## config.mk

```make
export PLATFORM = sky130hd
export DESIGN_NAME = mem_access_unit
export DESIGN_NICKNAME = d
export VERILOG_FILES = /design/src/rtl/mem_pkg.sv /design/src/rtl/mem_access_unit.sv
export SDC_FILE = /design/constraint.sdc
export NUM_CORES = 1
export LEC_CHECK = 0
export ABC_AREA = 1
export CAP_MARGIN = 20
export CORE_ASPECT_RATIO = 0.5
export CORE_MARGIN = 5
export CORE_UTILIZATION = 43
export CTS_BUF_LIST = sky130_fd_sc_hd__clkbuf_16
export DETAILED_ROUTE_END_ITERATION = 8
export GPL_TIMING_DRIVEN = 1
export PLACE_DENSITY = 0.86
export SYNTH_ARGS = -nofsm -noshare
export SYNTH_HDL_FRONTEND = slang
export SYNTH_SLANG_ARGS = --single-unit
```

## constraint.sdc

```tcl
create_clock -name Clock -period 2.25 [get_ports Clock]
set_input_delay 0.45 -clock Clock [delete_from_list [all_inputs] [get_ports Clock]]
set_output_delay 0.45 -clock Clock [all_outputs]
set_load 0.01 [all_outputs]
```

## src/rtl/mem_pkg.sv

```systemverilog
//------------------------------------------------------------------------------
// Module  : mem_pkg
// Purpose : Shared definitions for the multicycle memory access unit:
//           controller state encoding, default read latency and the
//           instruction opcode values decoded from IR.
// Revision: 1.0 - initial release
//------------------------------------------------------------------------------
`default_nettype none

package mem_pkg;

  typedef enum logic [2:0] {
    ST_IDLE      = 3'd0,
    ST_READ_WAIT = 3'd1,
    ST_CAPTURE   = 3'd2,
    ST_WRITE     = 3'd3,
    ST_DONE      = 3'd4
  } state_t;

  localparam int READ_LATENCY_DEF = 2;

  localparam logic [5:0] OP_RTYPE = 6'h00;
  localparam logic [5:0] OP_LW    = 6'h23;
  localparam logic [5:0] OP_SW    = 6'h2B;

endpackage

`default_nettype wire

```

## src/rtl/mem_access_unit.sv

```systemverilog
//------------------------------------------------------------------------------
// Module  : mem_access_unit
// Purpose : Single-request memory access sequencer for a multicycle CPU.
//           Accepts one read (into IR or MDR) or one store per request,
//           drives a registered memory address/strobe and pulses Done.
// Ports   : Clock, Reset (sync, active-low)
//           ReqValid/ReqWrite/ReqInstr/IouD - request from controller
//           PC, ALUOut, WrData, MemRdData   - address/data sources
//           ReqReady, Done                  - handshake
//           MemAddr, MemWr, MemWrData       - memory side
//           IR, MDR, OpCode, Funct          - captured read data
//           AlignErr                        - sticky misalignment flag
// Config  : define MEM_ALIGN_CHK_EN to enable word-alignment checking.
// Revision: 1.0 - initial release
//------------------------------------------------------------------------------
`default_nettype none

module mem_access_unit
  import mem_pkg::*;
#(
  parameter int READ_LATENCY = READ_LATENCY_DEF  // legal range 1..7
) (
  input  logic        Clock,
  input  logic        Reset,
  input  logic        ReqValid,
  input  logic        ReqWrite,
  input  logic        ReqInstr,
  input  logic        IouD,
  input  logic [31:0] PC,
  input  logic [31:0] ALUOut,
  input  logic [31:0] WrData,
  input  logic [31:0] MemRdData,
  output logic        ReqReady,
  output logic        Done,
  output logic [31:0] MemAddr,
  output logic        MemWr,
  output logic [31:0] MemWrData,
  output logic [31:0] IR,
  output logic [31:0] MDR,
  output logic [5:0]  OpCode,
  output logic [5:0]  Funct,
  output logic        AlignErr
);

  // Counter preload: the wait state is occupied READ_LATENCY cycles in total.
  localparam logic [2:0] c_CNT_LOAD = 3'(READ_LATENCY - 1);

  state_t      r_state;
  logic [2:0]  r_cnt;
  logic        r_instr;
  logic [31:0] r_addr;
  logic [31:0] r_wdata;
  logic [31:0] r_ir;
  logic [31:0] r_mdr;
  logic        r_wr;
  logic        r_done;

  logic [31:0] w_addr;
  logic        w_misalign;

  assign w_addr = IouD ? ALUOut : PC;

`ifdef MEM_ALIGN_CHK_EN
  logic r_align;
  assign w_misalign = |w_addr[1:0];
  assign AlignErr   = r_align;

  always_ff @(posedge Clock) begin
    if (!Reset) begin
      r_align <= 1'b0;
    end else if (r_state == ST_IDLE && ReqValid && w_misalign) begin
      r_align <= 1'b1;
    end
  end
`else
  assign w_misalign = 1'b0;
  assign AlignErr   = 1'b0;
`endif

  always_ff @(posedge Clock) begin
    if (!Reset) begin
      r_state <= ST_IDLE;
      r_cnt   <= 3'd0;
      r_instr <= 1'b0;
      r_addr  <= 32'd0;
      r_wdata <= 32'd0;
      r_ir    <= 32'd0;
      r_mdr   <= 32'd0;
      r_wr    <= 1'b0;
      r_done  <= 1'b0;
    end else begin
      // Strobes are single-cycle; only the transitions below raise them.
      r_wr   <= 1'b0;
      r_done <= 1'b0;
      case (r_state)
        ST_IDLE: begin
          if (ReqValid) begin
            r_addr  <= w_addr;
            r_instr <= ReqInstr;
            r_wdata <= WrData;
            if (ReqWrite) begin
              // A misaligned store is dropped: no strobe, straight to DONE.
              if (w_misalign) begin
                r_done  <= 1'b1;
                r_state <= ST_DONE;
              end else begin
                r_wr    <= 1'b1;
                r_state <= ST_WRITE;
              end
            end else begin
              r_cnt   <= c_CNT_LOAD;
              r_state <= ST_READ_WAIT;
            end
          end
        end
        ST_READ_WAIT: begin
          if (r_cnt == 3'd0) begin
            r_state <= ST_CAPTURE;
          end else begin
            r_cnt <= r_cnt - 3'd1;
          end
        end
        ST_CAPTURE: begin
          if (r_instr) begin
            r_ir <= MemRdData;
          end else begin
            r_mdr <= MemRdData;
          end
          r_done  <= 1'b1;
          r_state <= ST_DONE;
        end
        ST_WRITE: begin
          r_done  <= 1'b1;
          r_state <= ST_DONE;
        end
        ST_DONE: begin
          r_state <= ST_IDLE;
        end
        default: begin
          r_state <= ST_IDLE;
        end
      endcase
    end
  end

  assign ReqReady  = (r_state == ST_IDLE);
  assign Done      = r_done;
  assign MemAddr   = r_addr;
  assign MemWr     = r_wr;
  assign MemWrData = r_wdata;
  assign IR        = r_ir;
  assign MDR       = r_mdr;
  assign OpCode    = r_ir[31:26];
  assign Funct     = r_ir[5:0];

endmodule

`default_nettype wire

```

==> reports/summary.md, run 1 <==
The run finished with clean final reports. For this run, the detailed router's first-pass iteration total came to 7. The total negative setup slack was 0 ns.

For the all-layer global routing usage, the log shows 0.204. The worst-case clock buffer depth came out at 2. The fraction of power spent switching nets was 0.288; the detail-routed net length per standard cell was 14.2 µm. Nature of the critical path startpoint: a flop. The part of the total power dissipated in sequential elements was 0.406; the post-synthesis instance total was 724. The critical-path cell with the highest stage delay is sky130_fd_sc_hd__clkdlybuf4s50_1. The number of global-route vias before repair was 5198. The power density normalized to cell area is 794 nW/µm². The tools report the number of H-tree levels as 4. For the clock network power share, the log shows 0.376. The core utilization of the finished layout was 0.697; the count of pins over their slew limit was 0.

Clock tree synthesis selected as its root buffer the cell sky130_fd_sc_hd__clkbuf_16. The arithmetic-cell share of the synthesized area counting full adders, half adders and majority gates was 0.00460; the max capacitance violation total was 0. The die is 169 µm wide.

The logs give 65 for the maximum number of pins on one net before global-route repair and 4940 µW for the internal power summed over all cells. The number of antenna violations at the first check in global routing was 1; the transition at the pin with the smallest max-transition slack was 0.586 ns. The area fraction in and, or, nand and nor cells after synthesis was 0.139.

The standard-cell row count was 29. In this design, the stage delay of the slowest critical-path cell is 0.54 ns. In the final design database the tool counted 1106 nets. The post-synthesis cell type count was 24. The XOR/XNOR share of the synthesized area is 0. The tools report the endpoint type of the worst setup path as a primary output.

The logs give 0.504 for the sequential fraction of the synthesis area and 0.41 ns for the latest clock arrival within the worst-skew pair. For the worst ir drop on vdd, the log shows 0.444 mV. The number of antenna-violating nets in the routed design is 0, and the last weighted congestion value of the routability-driven placer is 0.804. The multi-input combinational cells in the finished layout cover a total of 1940 µm².

The smallest clock period supported by the final layout is computed as 2.10 ns. After synthesis the netlist holds a flip-flop and latch count of 137. For the achievable frequency, the log shows 475 MHz.

The post-route clock period utilization works out to 0.935. Once the clock tree was built, the resizer swapped 0 gates to a different size. In this run the tool buffered the top-level ports with 276 buffer cells. The signal on the critical path passes through nor2_4, nand2_4, inv_1, clkdlybuf4s50_1. 278 I/O pins were placed. For the net switching power, the log shows 1990 µW. Setup violations remaining at the end of the flow were counted as 0. For the relative slew slack, the log shows 0.609. In this run the cell area of the synthesized design comes to 5440 µm². The detailed router finished its first iteration with 376 violations. From synthesis to final layout, the design area changed by 60.4%. The multiplexer fraction of the synthesized cell area is 0. Once detailed placement completed, the half-perimeter wirelength came to 12.1 mm.

In this run the worst path has a maximum fanout of 4. The starting density of the core was 0.435. Clock net sink count: 137. Summed over all cells, the static leakage comes to 0.00348 µW.

The final clock skew is 0.0102 ns, and the global-route wire length before repair is 24.9 mm. The fraction of the mapped netlist area in compound gates came out at 0.213. The type of the worst min-delay path was input port to flop.

The area of the placeable core is 12500 µm². Summing all flip-flop and latch instances after layout gives 2740 µm². The critical path is of the flop to primary output type. Summed over all layers, the global routing overflow is 0.

After filler insertion, the fill cell instance count of the layout stands at 1009. Share of power burned in combinational logic: 0.217. Yosys printed 0 warnings.

The largest family of logic cells by synthesized area was compound AO/OA/AOI/OAI gates. Summed over all layers, the routed wires come to 16.4 mm. The post-CTS repair timing setup buffer count is 0. Dividing the detail-routed via count by the number of cells gives 4.67. The die is 89.6 µm tall. Across all hold checks on the routed design, the worst slack comes to 0.407 ns. For the number of buffers inserted for hold repair after clock tree synthesis, the log shows 0.

The tools report the data required time of the worst path as 1.80 ns. Counting every net in the synthesized netlist gives 860. The ratio of cells with drive above 1 in the final layout is 0.0529. Setup repair after global routing left no endpoint under its margin.

The worst hold path was traced through 3 stages. The number of antenna cells inserted is 0. The number of cells on the worst reg-to-reg path came out at 5. The floorplan step defined a die boundary enclosing 15100 µm².

TritonCTS built the clock tree. The number of hold violations in the final report was 0; the clock-pin slew on the worst setup and hold paths was 0.06 ns. STA puts the critical path data arrival time at 1.65 ns.

The number of design rule violations left after detail routing was 0. Summing over every cut layer, the via total after detailed routing is 5388. The average instance in the mapped netlist occupies 7.52 µm². The clock buffer count from CTS was 17.
[registers in the layout, summed over array words and instances (netlist names)]
register / cells
r_state: 3
MemWrData: 32
MemWr: 1
MemAddr: 32
r_instr: 1
Done: 1
r_cnt: 3
MDR: 32
IR: 32
[synth_stat cells]
| cell type | count | area, µm² |
|---|---|---|
| sky130_fd_sc_hd__o21ai_0 | 155 | 776 |
| sky130_fd_sc_hd__nand2_1 | 36 | 135 |
| sky130_fd_sc_hd__buf_4 | 13 | 97.6 |
| sky130_fd_sc_hd__nand4_1 | 1 | 6.26 |
| sky130_fd_sc_hd__inv_2 | 2 | 7.51 |
| sky130_fd_sc_hd__a21oi_1 | 67 | 335 |
| sky130_fd_sc_hd__inv_1 | 104 | 390 |
| sky130_fd_sc_hd__nor2_1 | 136 | 510 |
| sky130_fd_sc_hd__o21ai_1 | 8 | 40.0 |
| sky130_fd_sc_hd__a21oi_2 | 1 | 8.76 |
| sky130_fd_sc_hd__nor3_1 | 3 | 15.0 |
| sky130_fd_sc_hd__nand3_2 | 2 | 20.0 |
| sky130_fd_sc_hd__buf_6 | 11 | 124 |
| sky130_fd_sc_hd__ha_1 | 2 | 25.0 |
| sky130_fd_sc_hd__dfxtp_1 | 137 | 2740 |
| sky130_fd_sc_hd__nor2_4 | 2 | 22.5 |
| sky130_fd_sc_hd__buf_1 | 3 | 11.3 |
| sky130_fd_sc_hd__nand3_1 | 4 | 20.0 |
| sky130_fd_sc_hd__clkbuf_1 | 31 | 116 |
| sky130_fd_sc_hd__conb_1 | 1 | 3.75 |
| sky130_fd_sc_hd__nor4_1 | 1 | 6.26 |
| sky130_fd_sc_hd__nand2_4 | 1 | 11.3 |
| sky130_fd_sc_hd__buf_2 | 2 | 10.0 |
| sky130_fd_sc_hd__nand3b_1 | 1 | 7.51 |
[cells by family after synthesis]
| group | after synthesis |
|---|---|
| compound gates | 231 |
| simple gates | 187 |
| buf+inv | 166 |
| flops | 137 |
| fa+ha+maj | 2 |
| other cells | 1 |
[path summary, 6_finish.rpt]
check	start	to	slack, ns
worst min-delay path	Reset	MDR[18]$_SDFFE_PN0P_	0.41
worst max-delay path	r_state[2]$_SDFFE_PN0P_	ReqReady	0.15
worst min register to register	IR[23]$_SDFFE_PN0P_	IR[23]$_SDFFE_PN0P_	0.44
worst max register to register	r_state[2]$_SDFFE_PN0P_	IR[9]$_SDFFE_PN0P_	0.46
[area by class of cell]
class,count,area share
flip-flops and latches,137,0.314
clock buffers,17,0.0487
clock inverters,15,0.0155
inverters,106,0.0456
well taps,170,0.0244
multi-input cells,421,0.223
repair buffers,287,0.329
[placed cells by master (no fill, tap or decap), types with 2 or more instances in the layout]
cell type and count:
sky130_fd_sc_hd__a21oi_1 67, sky130_fd_sc_hd__clkinvlp_4 3, sky130_fd_sc_hd__o21ai_1 8, sky130_fd_sc_hd__nand2_1 36, sky130_fd_sc_hd__buf_2 2, sky130_fd_sc_hd__nor2_1 136, sky130_fd_sc_hd__nor3_1 3, sky130_fd_sc_hd__inv_8 2
sky130_fd_sc_hd__inv_1 104, sky130_fd_sc_hd__o21ai_0 155, sky130_fd_sc_hd__nand3_1 4, sky130_fd_sc_hd__nor2_4 2, sky130_fd_sc_hd__inv_6 5, sky130_fd_sc_hd__buf_12 3, sky130_fd_sc_hd__buf_4 8, sky130_fd_sc_hd__dfxtp_1 137
sky130_fd_sc_hd__clkinv_4 3, sky130_fd_sc_hd__ha_1 2, sky130_fd_sc_hd__clkdlybuf4s50_1 274, sky130_fd_sc_hd__clkbuf_16 17, sky130_fd_sc_hd__inv_2 2, sky130_fd_sc_hd__nand3_2 2
[power groups by stage]
stage / Clock [µW] / Combinational [µW] / Sequential, µW
finish: 2610 / 1510 / 2820
global route: 2790 / 1650 / 2850
CTS: 2650 / 1520 / 2820
global placement: 0 / 1480 / 2850
detailed placement: 0 / 1510 / 2870
floorplan: 0 / 576 / 2960
[worst max-delay path: cells and delay by family (launching register included)]
| kind | cells | cell delay [ns] |
|---|---|---|
| buffers and inverters | 2 | 0.60 |
| DFF | 1 | 0.36 |
| and+or+nand+nor | 2 | 0.28 |
[per-layer routing]
metal,track usage,part of all wire,vias up
li1,-,-,2768
met1,0.236,0.42,2435
met2,0.377,0.51,159
met3,0.0455,0.058,24
met4,0.0752,0.018,2
met5,0,0.00079,-
[stage by stage]
stage,instances,setup WS (ns),total power (µW),area [µm²]
final,1153,0.147,6930,8730
after global placement,1121,0.452,4330,8170
after floorplan,724,0.937,3540,5440
after detailed placement,1121,0.404,4380,8170
after global routing,1153,0.0668,7290,8730
after CTS,1153,0.123,6990,8730
No activity file was read; power rests on OpenSTA's default activity.
==> run 2, diff against run 1 <==
--- a/config.mk
+++ b/config.mk
@@ -6,6 +6,7 @@
 export NUM_CORES = 1
 export LEC_CHECK = 0
 export ABC_AREA = 1
+export ABC_CLOCK_PERIOD_IN_PS = 2250
 export CAP_MARGIN = 20
 export CORE_ASPECT_RATIO = 0.5
 export CORE_MARGIN = 5
@@ -14,6 +15,8 @@
 export DETAILED_ROUTE_END_ITERATION = 8
 export GPL_TIMING_DRIVEN = 1
 export PLACE_DENSITY = 0.86
+export SETUP_SLACK_MARGIN = 0.05
+export SKIP_CTS_REPAIR_TIMING = 1
 export SYNTH_ARGS = -nofsm -noshare
 export SYNTH_HDL_FRONTEND = slang
 export SYNTH_SLANG_ARGS = --single-unit
==> results of run 2 <==
The final DEF is identical to that of run 1; final timing and power are the same.
